**src/rtl/scalar_lane_pkg.sv**
```systemverilog
// Shared types and helpers for the scalar lane sequencer.
package scalar_lane_pkg;

    typedef enum logic {MODE_SELECT = 1'b0, MODE_SCAN = 1'b1} mode_e;
    typedef enum logic {ST_IDLE = 1'b0, ST_EMIT = 1'b1} state_e;

    // Beats a request produces: SELECT is always one, SCAN count 0 stands for a full vector.
    function automatic logic [31:0] eff_count(input logic is_scan, input logic [31:0] cnt,
                                              input int unsigned lanes);
        if (!is_scan)
            return 32'd1;
        else if (cnt == 32'd0)
            return lanes;
        else
            return cnt;
    endfunction

endpackage

```
**src/rtl/scalar_lane_mux.sv**
```systemverilog
// LANES:1 lane select; an index with no matching lane yields zero.
module scalar_lane_mux #(
    parameter int N     = 32,
    parameter int LANES = 16,
    parameter int SEL_W = $clog2(LANES) + 1
) (
    input  logic [LANES*N-1:0] i_vec,
    input  logic [SEL_W-1:0]   i_idx,
    output logic [N-1:0]       o_data
);

    always_comb begin
        o_data = '0;
        for (int i = 0; i < LANES; i++) begin
            if (i_idx == SEL_W'(i))
                o_data = i_vec[i*N +: N];
        end
    end

endmodule

```
**src/rtl/scalar_lane_sequencer.sv**
```systemverilog
// Captures a vector register and streams selected lanes (single lane or a wrapping run).
module scalar_lane_sequencer
    import scalar_lane_pkg::*;
#(
    parameter int N     = 32,
    parameter int LANES = 16,
    parameter int SEL_W = $clog2(LANES) + 1
) (
    input  logic               clk,
    input  logic               rst_n,
    input  logic               in_valid,
    output logic               in_ready,
    input  logic               mode,
    input  logic [SEL_W-1:0]   sel,
    input  logic [SEL_W-1:0]   count,
    input  logic [LANES*N-1:0] data_in,
    output logic               out_valid,
    input  logic               out_ready,
    output logic [N-1:0]       out_data,
    output logic [SEL_W-1:0]   out_lane,
    output logic               out_last,
    output logic               out_err
);

    localparam logic [SEL_W-1:0] LANES_V = SEL_W'(LANES);

    state_e             r_state;
    logic [LANES*N-1:0] r_vec;
    logic [SEL_W-1:0]   r_rem;
    logic               r_out_valid;
    logic [N-1:0]       r_out_data;
    logic [SEL_W-1:0]   r_out_lane;
    logic               r_out_last;
    logic               r_out_err;

    logic               w_idle;
    logic [SEL_W-1:0]   w_next_lane;
    logic [LANES*N-1:0] w_mux_vec;
    logic [SEL_W-1:0]   w_mux_idx;
    logic [N-1:0]       w_mux_data;
    logic               w_req_err;
    logic [SEL_W-1:0]   w_eff;
    mode_e              w_mode;

    assign w_idle   = (r_state == ST_IDLE);
    assign in_ready = w_idle;
    assign w_mode   = mode_e'(mode);

    // Power-of-two LANES: wrapping is just dropping the carry out of the low bits.
    assign w_next_lane = {1'b0, r_out_lane[SEL_W-2:0] + (SEL_W-1)'(1)};

    // At accept the first beat comes straight from data_in; afterwards from the captured copy.
    assign w_mux_vec = w_idle ? data_in : r_vec;
    assign w_mux_idx = w_idle ? sel     : w_next_lane;

    assign w_req_err = sel[SEL_W-1] | ((w_mode == MODE_SCAN) && (count > LANES_V));
    assign w_eff     = SEL_W'(eff_count(mode, 32'(count), LANES));

    scalar_lane_mux #(.N(N), .LANES(LANES), .SEL_W(SEL_W)) u_mux (
        .i_vec  (w_mux_vec),
        .i_idx  (w_mux_idx),
        .o_data (w_mux_data)
    );

    always_ff @(posedge clk or negedge rst_n) begin
        if (!rst_n) begin
            r_state     <= ST_IDLE;
            r_vec       <= '0;
            r_rem       <= '0;
            r_out_valid <= 1'b0;
            r_out_data  <= '0;
            r_out_lane  <= '0;
            r_out_last  <= 1'b0;
            r_out_err   <= 1'b0;
        end else begin
            case (r_state)
                ST_IDLE: begin
                    if (in_valid) begin
                        r_vec       <= data_in;
                        r_out_valid <= 1'b1;
                        r_out_lane  <= sel;
                        r_state     <= ST_EMIT;
                        if (w_req_err) begin
                            r_rem      <= SEL_W'(1);
                            r_out_data <= '0;
                            r_out_last <= 1'b1;
                            r_out_err  <= 1'b1;
                        end else begin
                            r_rem      <= w_eff;
                            r_out_data <= w_mux_data;
                            r_out_last <= (w_eff == SEL_W'(1));
                            r_out_err  <= 1'b0;
                        end
                    end
                end
                ST_EMIT: begin
                    if (out_ready) begin
                        if (r_out_last) begin
                            r_out_valid <= 1'b0;
                            r_rem       <= '0;
                            r_state     <= ST_IDLE;
                        end else begin
                            r_rem      <= r_rem - SEL_W'(1);
                            r_out_lane <= w_next_lane;
                            r_out_data <= w_mux_data;
                            r_out_last <= (r_rem == SEL_W'(2));
                        end
                    end
                end
                default: r_state <= ST_IDLE;
            endcase
        end
    end

    assign out_valid = r_out_valid;
    assign out_data  = r_out_data;
    assign out_lane  = r_out_lane;
    assign out_last  = r_out_last;
    assign out_err   = r_out_err;

endmodule

```
**config.mk**
```make
export PLATFORM = sky130hd
export DESIGN_NAME = scalar_lane_sequencer
export DESIGN_NICKNAME = d
export VERILOG_FILES = /design/src/rtl/scalar_lane_pkg.sv /design/src/rtl/scalar_lane_mux.sv /design/src/rtl/scalar_lane_sequencer.sv
export SDC_FILE = /design/constraint.sdc
export NUM_CORES = 2
export LEC_CHECK = 0
export BUFFER_PORTS_ARGS = -buffer_cell sky130_fd_sc_hd__buf_2
export CORE_ASPECT_RATIO = 0.8
export CORE_MARGIN = 3
export CORE_UTILIZATION = 40
export CTS_BUF_LIST = sky130_fd_sc_hd__clkbuf_2 sky130_fd_sc_hd__clkbuf_4 sky130_fd_sc_hd__clkbuf_8
export DETAILED_ROUTE_END_ITERATION = 16
export PLACE_DENSITY = 0.6
export SLEW_MARGIN = 20
export SYNTH_ARGS = -nofsm -noshare
export SYNTH_HDL_FRONTEND = slang
export SYNTH_SLANG_ARGS = --single-unit
export TNS_END_PERCENT = 20
```
**constraint.sdc**
```tcl
create_clock -name clk -period 2.22 [get_ports clk]
set_input_delay 0.333 -clock clk [delete_from_list [all_inputs] [get_ports clk]]
set_output_delay 0.333 -clock clk [all_outputs]
set_load 0.01 [all_outputs]
```
==> results.md <==
* TritonCTS clock tree: built
* Detail Placement HPWL at between 100 and 150 mm
* Final worst slack at -442 ps
* Compound-Gate Fraction of Synth Area at 16.3%
* First-pass GRT wire length at 214 mm
* Worst skew pair latency at 770 ps
* Die Span X at 327 um
* Vias in the first global route at 32600
* Failing checks: negative setup slack
* Status: finished, violations left
* Simple-Gate Fraction of Synth Area at 3.20%
* Non-filler instance count after layout at between 5000 and 6000
* Num rows at 93
* Synth warn at 0
* FFs w/ async S/R, synth at between 90% and 100%
* Max Freq at approximately 380 MHz
* Yosys reg bits at 558
* # H-tree levels at 3
* Via count at 32100
* Most common cell after layout, fill and taps aside: mux2_2
* Syn Inst Count at 2879
* Num CTS Buffers at 97
* Initial core utilization at 40.7%
* Worst setup SP type: flip-flop
* Initial antenna violation count at 25
* Final hold vios at 0
* Clock root cell: clkbuf_8
* Vias per cell at 5.83
* Crit path DAT at 3310 ps
* RePlAce Congestion at 0.970
* RSZ-0062 raised after global routing: yes
* I/O pin count at around 570
* Crit path capture type: flip-flop
* Worst hold-check path type: input port to flip-flop
* Max Clock Skew at 54.7 ps
* Final Slew Violations at 0
* Die area at 0.0858 sq mm
* DRC at 0
* GRT overflow at 0
* Worst-path fanout max at 8
* Predominant post-synthesis flop cell: dfrtp_1
* Minimum clock period after layout at 2660 ps
* Leak pwr at 21.7 nW
* Max Root-Sink Buffers at 3
* Die Ht at ~260 um
* First-pass detailed-route iteration total at 7
* Total power at approximately 66 mW
* Number of synthesized flops with an enable pin at 0
* CORE AREA at 0.0810 sq mm
* Max Cap Violations at 0
* Commonest cells after routing, fill and taps aside: mux2_2 (702), buf_2 (565), dfrtp_1 (554)
* Fin crit share at 120%
* Buffers on Ports at between 500 and 600
* Unique masters post-synth at 65
* Synthesized cell area at 0.0329 sq mm
* Critical Path RT at 2870 ps
* Total global-route track usage at 33.1%
* Cells after DPL at 4739
* Slowest-stage cell, CP: dfrtp_4
* Clock Pin Slew Worst Setup and Hold Paths at 70 ps
* Clock Sinks at 558
* Setup CP Type: flip-flop to flip-flop
* DRT antenna net count at 0
* Final net count at between 4000 and 5000
* Initial DRC count at 3511
* Register area share after synthesis at 42.4%
* Average wire per standard cell at 26.8 um
* Syn Area/Cell at ~11 sq um
* Mux cell area share after synthesis at 33.9%
* Syn Nets at 3409
* Largest family of logic cells by synthesized area: multiplexers
* Layout cells sized above 1 at between 40% and 50%
* Largest net degree at the start of global routing at 87
* Final Core Density at 61.7%
* Worst-path cell chain: buf_6 -> buf_4 -> buf_12 -> mux2i_2 -> o21ai_1 -> a2111oi_4 -> o22ai_2 -> a221o_1 -> a2bb2oi_1
* Peak supply drop at 0.620 mV
* Post-Route WL at 147 mm
* Endpoints failing setup at 32
* Crit path largest cell delay at 460 ps
* Pwr Density at 1320 mW/mm^2
* Worst-margin pin slew at 587 ps
* Synth-to-layout area growth at 51.8%
* Post-Synth Adder-Cell Area at 0.114%
* Synth Area in XOR/XNOR at 0.0266%
* Slew margin rel. at about 60%
state kept, by name (all words and copies together) (netlist names):
name and cells:
r_vec 512, out_lane 5, r_rem 5, out_valid 1, out_data 32, r_state 1
out_err 1, out_last 1
what timing repair did:
action	in CTS	in global routing
resized for setup	164	39
cloned	10	2
endpoints found under the setup margin	33	33
endpoints found under the hold margin	864	0
buffers inserted	35	4
pin swaps	54	14
hold buffers	520	0
through the flow:
step | TNS [ps] | area [sq um] | hold WS (ps) | worst slack [ps]
after floorplan | -1740 | 33400 | 37.4 | -60.4
after global placement | -18620 | 41000 | 317 | -849
after detailed placement | -19430 | 41000 | 311 | -881
after CTS | -11120 | 49600 | 0.854 | -379
after global routing | -14660 | 50000 | 85.1 | -511
final | -12460 | 50000 | 81.3 | -442
routing by layer:
layer / part of all wire [%] / global-route usage, % / routed length, um
met1: 41 / 44.3 / 61100
met5: 0.063 / 0 / 93
met3: 9.6 / 9.40 / 14200
met4: 5.7 / 16.6 / 8470
met2: 43 / 48.9 / 63500
where the power goes:
part | switching, mW | internal (mW)
clock network | 4.81 | 5.88
registers | 2.35 | 14.6
logic | 19.6 | 18.7
total | 26.7 | 39.2
area by class of cell:
class,instances,area (sq um)
fillers,6508,31000
multi-input cells,2038,18900
flip-flops and latches,558,14000
repair buffers,1612,13500
clock buffers,151,1880
well taps,1092,1370
clock inverters,22,268
diodes,26,65.1
inverters,4,17.5
worst paths after layout:
path	endpoint	from	depth (start not counted)	slack (ps)
worst min register to register	out_err	out_err	2	490
min in group asynchronous	r_vec[131]	rst_n	2	120
worst min-delay path	out_last	count[0]	4	80
max in group asynchronous	r_vec[291]	rst_n	3	1150
worst max register to register	out_data[22]	r_state	9	-440
worst max-delay path	out_data[22]	r_state	9	-440
critical path, delay by kind of cell, from the launching register on:
| kind | cells | cell delay, ps |
|---|---|---|
| AOI/OAI and AO/OA | 5 | 1240 |
| buffers and inverters | 3 | 550 |
| DFF | 1 | 460 |
| muxes | 1 | 310 |
synthesized netlist by cell type (all sizes together) (3+ instances only):
master | count | area share (%)
a221o | 31 | 0.94
a22oi | 66 | 1.5
o221ai | 31 | 0.82
dfrtp | 558 | 42
buf | 116 | 2.2
a21boi | 33 | 0.75
o2111ai | 31 | 0.82
nand2 | 111 | 1.3
a21oi | 170 | 2.6
ha | 3 | 0.11
inv | 4 | 0.046
a2111oi | 32 | 1.4
a2bb2oi | 31 | 0.82
a222oi | 32 | 0.97
a211oi | 3 | 0.084
a31oi | 33 | 0.63
clkbuf | 163 | 1.9
nor3 | 8 | 0.16
or2 | 3 | 0.057
o22ai | 98 | 1.9
and2 | 4 | 0.076
mux2i | 324 | 9.8
o21ai | 172 | 2.6
nand3 | 32 | 0.49
nor2 | 46 | 0.53
mux2 | 703 | 24
nand2b | 3 | 0.057
and3 | 3 | 0.057
logic make-up (layout without fill, tap and decap cells):
family,count (synthesis),count (layout)
AOI/OAI and AO/OA,780,780
xor gates and xnor gates,1,1
adders and majority gates,3,3
buffers and inverters,283,1789
DFF,558,558
muxes,1027,1027
other,0,26
and+or+nand+nor,227,227
Note: power is estimated with default switching activity, not from simulation.
